--- src/rtl/mem_load_unit.sv ---
// RV32I load initiator: issues one read strobe per request, waits a fixed memory
// latency, then returns the lane-extracted, sign/zero-extended result as a pulse.
module mem_load_unit #(
    parameter int unsigned MEM_LATENCY = 1,
    parameter bit          CHECK_ALIGN = 1'b1
) (
    input  logic        i_clk,
    input  logic        i_reset,
    input  logic        i_req_valid,
    output logic        o_req_ready,
    input  logic [31:0] i_req_addr,
    input  logic [2:0]  i_req_funct3,
    output logic        o_rsp_valid,
    output logic [31:0] o_rsp_data,
    output logic        o_rsp_misaligned,
    output logic [31:0] o_mem_addr,
    output logic        o_mem_rstrb,
    input  logic [31:0] i_mem_rdata
);

    typedef enum logic [1:0] {
        IDLE = 2'd0,
        READ = 2'd1,
        WAIT = 2'd2,
        RESP = 2'd3
    } state_t;

    state_t      r_state;
    state_t      w_next_state;
    logic [1:0]  r_lane;
    logic [2:0]  r_funct3;
    logic [3:0]  r_count;
    logic        r_mem_rstrb;
    logic [31:0] r_mem_addr;
    logic [31:0] r_rsp_data;
    logic        r_rsp_misaligned;

    logic        w_accept;
    logic        w_illegal;
    logic        w_misaligned;
    logic        w_reject;
    logic [7:0]  w_byte;
    logic [15:0] w_half;
    logic [31:0] w_result;

    assign o_req_ready      = (r_state == IDLE) & ~i_reset;
    assign o_rsp_valid      = (r_state == RESP);
    assign o_mem_rstrb      = r_mem_rstrb;
    assign o_mem_addr       = r_mem_addr;
    assign o_rsp_data       = r_rsp_data;
    assign o_rsp_misaligned = r_rsp_misaligned;

    assign w_accept  = i_req_valid & o_req_ready;
    assign w_illegal = (i_req_funct3 == 3'd3) | (i_req_funct3 == 3'd6) | (i_req_funct3 == 3'd7);

    // Alignment is judged on the incoming request so a rejection never touches memory.
    always_comb begin
        w_misaligned = 1'b0;
        if (CHECK_ALIGN) begin
            if ((i_req_funct3 == 3'd1) || (i_req_funct3 == 3'd5)) begin
                w_misaligned = i_req_addr[0];
            end else if (i_req_funct3 == 3'd2) begin
                w_misaligned = (i_req_addr[1:0] != 2'b00);
            end
        end
    end

    assign w_reject = w_illegal | w_misaligned;

    always_comb begin
        w_byte = i_mem_rdata[7:0];
        case (r_lane)
            2'd0:    w_byte = i_mem_rdata[7:0];
            2'd1:    w_byte = i_mem_rdata[15:8];
            2'd2:    w_byte = i_mem_rdata[23:16];
            default: w_byte = i_mem_rdata[31:24];
        endcase
        w_half = r_lane[1] ? i_mem_rdata[31:16] : i_mem_rdata[15:0];
        case (r_funct3)
            3'd0:    w_result = {{24{w_byte[7]}}, w_byte};
            3'd1:    w_result = {{16{w_half[15]}}, w_half};
            3'd4:    w_result = {24'h000000, w_byte};
            3'd5:    w_result = {16'h0000, w_half};
            default: w_result = i_mem_rdata;
        endcase
    end

    always_ff @(posedge i_clk or posedge i_reset) begin
        if (i_reset) begin
            r_state <= IDLE;
        end else begin
            r_state <= w_next_state;
        end
    end

    always_comb begin
        w_next_state = r_state;
        case (r_state)
            IDLE: begin
                if (w_accept) begin
                    w_next_state = w_reject ? RESP : READ;
                end
            end
            READ:    w_next_state = WAIT;
            WAIT: begin
                if (r_count == 4'd0) begin
                    w_next_state = RESP;
                end
            end
            default: w_next_state = IDLE;
        endcase
    end

    // Rejected requests go straight to RESP with their error result registered at accept.
    always_ff @(posedge i_clk or posedge i_reset) begin
        if (i_reset) begin
            r_lane           <= 2'b00;
            r_funct3         <= 3'b000;
            r_count          <= 4'd0;
            r_mem_rstrb      <= 1'b0;
            r_mem_addr       <= 32'h0000_0000;
            r_rsp_data       <= 32'h0000_0000;
            r_rsp_misaligned <= 1'b0;
        end else begin
            case (r_state)
                IDLE: begin
                    if (w_accept) begin
                        r_lane   <= i_req_addr[1:0];
                        r_funct3 <= i_req_funct3;
                        if (w_reject) begin
                            r_rsp_data       <= 32'h0000_0000;
                            r_rsp_misaligned <= 1'b1;
                        end else begin
                            r_mem_rstrb <= 1'b1;
                            r_mem_addr  <= i_req_addr;
                        end
                    end
                end
                READ: begin
                    r_mem_rstrb <= 1'b0;
                    r_count     <= 4'(MEM_LATENCY - 1);
                end
                WAIT: begin
                    if (r_count != 4'd0) begin
                        r_count <= r_count - 4'd1;
                    end else begin
                        r_rsp_data       <= w_result;
                        r_rsp_misaligned <= 1'b0;
                    end
                end
                default: begin
                    r_mem_rstrb <= 1'b0;
                end
            endcase
        end
    end

endmodule

--- config.mk ---
export PLATFORM = sky130hd
export DESIGN_NAME = mem_load_unit
export DESIGN_NICKNAME = d
export VERILOG_FILES = /design/src/rtl/mem_load_unit.sv
export SDC_FILE = /design/constraint.sdc
export NUM_CORES = 1
export LEC_CHECK = 0
export BUFFER_PORTS_ARGS = -buffer_cell sky130_fd_sc_hd__clkbuf_2
export CAP_MARGIN = 0
export CORE_MARGIN = 2
export CORE_UTILIZATION = 50
export DETAILED_ROUTE_END_ITERATION = 10
export GPL_TIMING_DRIVEN = 0
export PLACE_DENSITY = 0.86
export SLEW_MARGIN = 40
export SYNTH_ARGS = -nofsm -noshare
export SYNTH_HDL_FRONTEND = slang
export SYNTH_SLANG_ARGS = --single-unit
--- constraint.sdc ---
create_clock -name i_clk -period 3.25 [get_ports i_clk]
set_input_delay 0.8125 -clock i_clk [delete_from_list [all_inputs] [get_ports i_clk]]
set_output_delay 0.8125 -clock i_clk [all_outputs]
set_load 0.05 [all_outputs]
==> flow_summary.yaml <==
status:
  status: "complete, no violations"
sta:
  finalHoldViolCount: 0
  finClkSkew_ns: 0.0105
  rsz0062_at_grt: "no"
  tightestPinTransition_ns: 0.676
  fin_crit_sh_pct: 82.4
  finalSetupViolations: 0
  fmax_mhz: 374
  drv_slew: 0
  slew_headroom_pct: 54.8
  min_period_ns: 2.68
placement:
  gp_congestion: 0.845
  place_hpwl_mm: 7.72
  placement.io_buffers: 137
  place_area_mm2: 0.00480
  place_inst: 572
route:
  viasPerCell: 5.50
  drtIter0Drc: 222
  vias: 3230
  detail_route.wl_per_cell_um: 17.1
  firstDrtPassIters: 7
  drc: 0
  ant_nets: 0
  wirelength_mm: 10.0
worst_setup_path:
  startpoint: "r_state[0]$_DFFE_PP0P_"
  crit_type: "register to output port"
  critPathCapture: "o_req_ready"
  endpoint_kind: "output port"
  r2r-start: "r_count[0]$_DFFE_PP0P_"
  arrival_ns: 1.86
  critical_path_peak_fanout: 7
  cp_cell_sequence: "inv_1, ha_1, nor2b_1, clkbuf_2"
  cpPeakStageDelay_ns: 0.43
  reg2regPathDepth: 7
  rrSetupSlack_ns: 1.00
  regToRegEndpoint: "o_rsp_data[12]$_DFFE_PP0P_"
  critPathSlowestCell: "dfrtp_1"
  required_ns: 2.44
  startpoint_type: "register"
cells_and_area:
  diodes: 0
  area_delta_synth_final_pct: 26.1
  postLayoutCellArea_mm2: 0.00498
  layout-drive-gt1-share_pct: 44.3
  utilization_pct: 64.8
  layout.cells.non_filler: 587
  final_nets: 558
synthesis:
  synth-seq-cells: 77
  synth-edff-count: 0
  async_reset_ff_share_pct: 100
  synth_flop_cell: "dfrtp_1"
  yosysUniqueCellTypes: 44
  mappedNetlistArea_mm2: 0.00395
  syn_avg_cell_area_um2: 11.9
  ys_seq_area_share_pct: 48.8
  synth.net_count: 409
  synthCells: 332
  yosysWarnings: 0
die:
  io_pins: 138
  chipHeight_um: 92.9
  core_area_mm2: 0.00769
  initial_core_util_pct: 51.4
  rows: 32
  dieArea_mm2: 0.00863
  die_w_um: 92.9
job:
  cap_viol_max_count: 0
cts:
  cts_root_buf: "clkbuf_8"
  path_clk_slew_ns: 0.08
  cts.sink_count: 77
  post_cts_buffers: 0
  hold_buffers: 0
  cts_tree: "done"
  cts_resized: 0
  clock_path_buffers: 2
  cts.htree.levels: 3
  cts_inserted_buffers: 9
  clkLatencyLatePin_ns: 0.34
global_route:
  antenna_found_initial: 0
  overflow: 0
  grtUsageTotal_pct: 24.0
  grt_pass1_vias: 3233
  grt_max_degree: 66
  grt_pass1_wl_mm: 15.9
pwr:
  power_mw: 5.90
  power_density_mw_per_mm2: 1180
  ir_worst_vdd_mv: 0.552
  power_leakage_nw: 2.66
worst_hold_path:
  hold_class: "input pin to async pin"
==> cell families (layout without fill, tap and decap cells) <==
logic type      Yosys count  count (layout)  share of synthesized area (%)
mux                      49              49                           16.8
fa+ha+maj                 7               7                           2.22
flops                    77              77                           48.8
compound gates           95              95                           18.4
simple gates             72              72                           9.94
buf+inv                  32             185                           3.89
==> registers in the layout (all words and copies together), names as in the netlist <==
| register | cells |
|---|---|
| r_lane | 2 |
| o_rsp_misaligned | 1 |
| o_rsp_data | 32 |
| o_mem_addr | 32 |
| r_state | 2 |
| r_count | 4 |
| o_mem_rstrb | 1 |
| r_funct3 | 3 |
==> layer usage <==
layer	global-route usage (%)	vias to the layer above	wire length, µm
met3	3.99	20	539
met1	30.1	1568	4100
met2	40.8	127	5190
met5	0	-	0
li1	-	1515	-
met4	10.3	0	200
==> Yosys cell counts (2+ instances only) <==
cell type	count	area, µm²
dfrtp_1	77	1930
mux2_4	30	450
a22o_1	24	210
nor2_1	20	75.1
a21oi_1	19	95.1
mux2_2	18	203
a21o_1	17	128
nand2_1	14	52.6
inv_1	13	48.8
nor2b_1	11	68.8
clkbuf_1	10	37.5
o21ai_0	8	40.0
or3_1	8	50.1
ha_1	7	87.6
o32ai_1	7	61.3
a211o_1	6	52.6
and3b_1	6	52.6
buf_2	3	15.0
buf_6	3	33.8
a31oi_1	2	12.5
a32o_1	2	20.0
buf_4	2	15.0
nand2b_1	2	12.5
nand3_1	2	10.0
nor3_1	2	10.0
==> stage by stage <==
stage               worst slack [ns]  hold WS [ns]  TNS [ns]
finish                         0.573         0.392         0
global route                   0.463         0.395         0
CTS                            0.562         0.384         0
detailed placement             0.748         0.484         0
global placement              -0.314         0.477    -23.75
floorplan                      0.471         0.475         0
==> power breakdown <==
group	leakage (nW)	switching, mW	internal (mW)
registers	0.973	0.255	1.36
clock network	0.0992	0.344	0.350
logic	1.59	2.41	1.18
total	2.66	3.01	2.89
==> cells in the final DEF, fill, tap and decap left out, types with 2 or more instances in the layout <==
master    netlist  routed
a211o_1         6       6
a21o_1         17      17
a21oi_1        19      19
a22o_1         24      24
a31oi_1         2       2
a32o_1          2       2
and3b_1         6       6
buf_2           3       3
buf_4           2       2
buf_6           3       3
clkbuf_1       10      10
clkbuf_2        0     137
clkbuf_8        0       9
clkinv_2        0       3
dfrtp_1        77      77
ha_1            7       7
inv_1          13      12
inv_6           0       2
mux2_2         18      18
mux2_4         30      30
nand2_1        14      14
nand2b_1        2       2
nand3_1         2       2
nor2_1         20      20
nor2b_1        11      11
nor3_1          2       2
o21ai_0         8       8
o32ai_1         7       7
or3_1           8       8
==> worst min-delay path by stage <==
stage / from / end / slack, ns / depth (start not counted)
5_1_grt: i_reset / o_mem_addr[0]$_DFFE_PP0P_ / 0.40 / 2
4_1_cts: i_reset / o_mem_addr[5]$_DFFE_PP0P_ / 0.38 / 2
3_5_place_dp: o_rsp_misaligned$_DFFE_PP0P_ / o_rsp_misaligned$_DFFE_PP0P_ / 0.48 / 1
3_3_place_gp: o_rsp_misaligned$_DFFE_PP0P_ / o_rsp_misaligned$_DFFE_PP0P_ / 0.48 / 1
2_1_floorplan: r_count[0]$_DFFE_PP0P_ / r_count[0]$_DFFE_PP0P_ / 0.47 / 1
6_report: i_reset / o_mem_addr[0]$_DFFE_PP0P_ / 0.39 / 2
==> worst max-delay path: cells and delay by family (launching register included) <==
kind	cells	cell delay [ns]
adder cells (fa/ha/maj)	1	0.27
buffers and inverters	2	0.47
flip-flops	1	0.43
AND/OR/NAND/NOR	1	0.35
==> cell type report <==
class	count	area (µm²)
clock buffer	9	124
buffer	18	101
timing repair buffer	138	713
clock inverter	6	62.6
fill	616	2700
inverter	14	57.6
tap	102	128
multi-input combinational	223	1870
sequential	77	1930
Power figures use the tool's default switching activity.
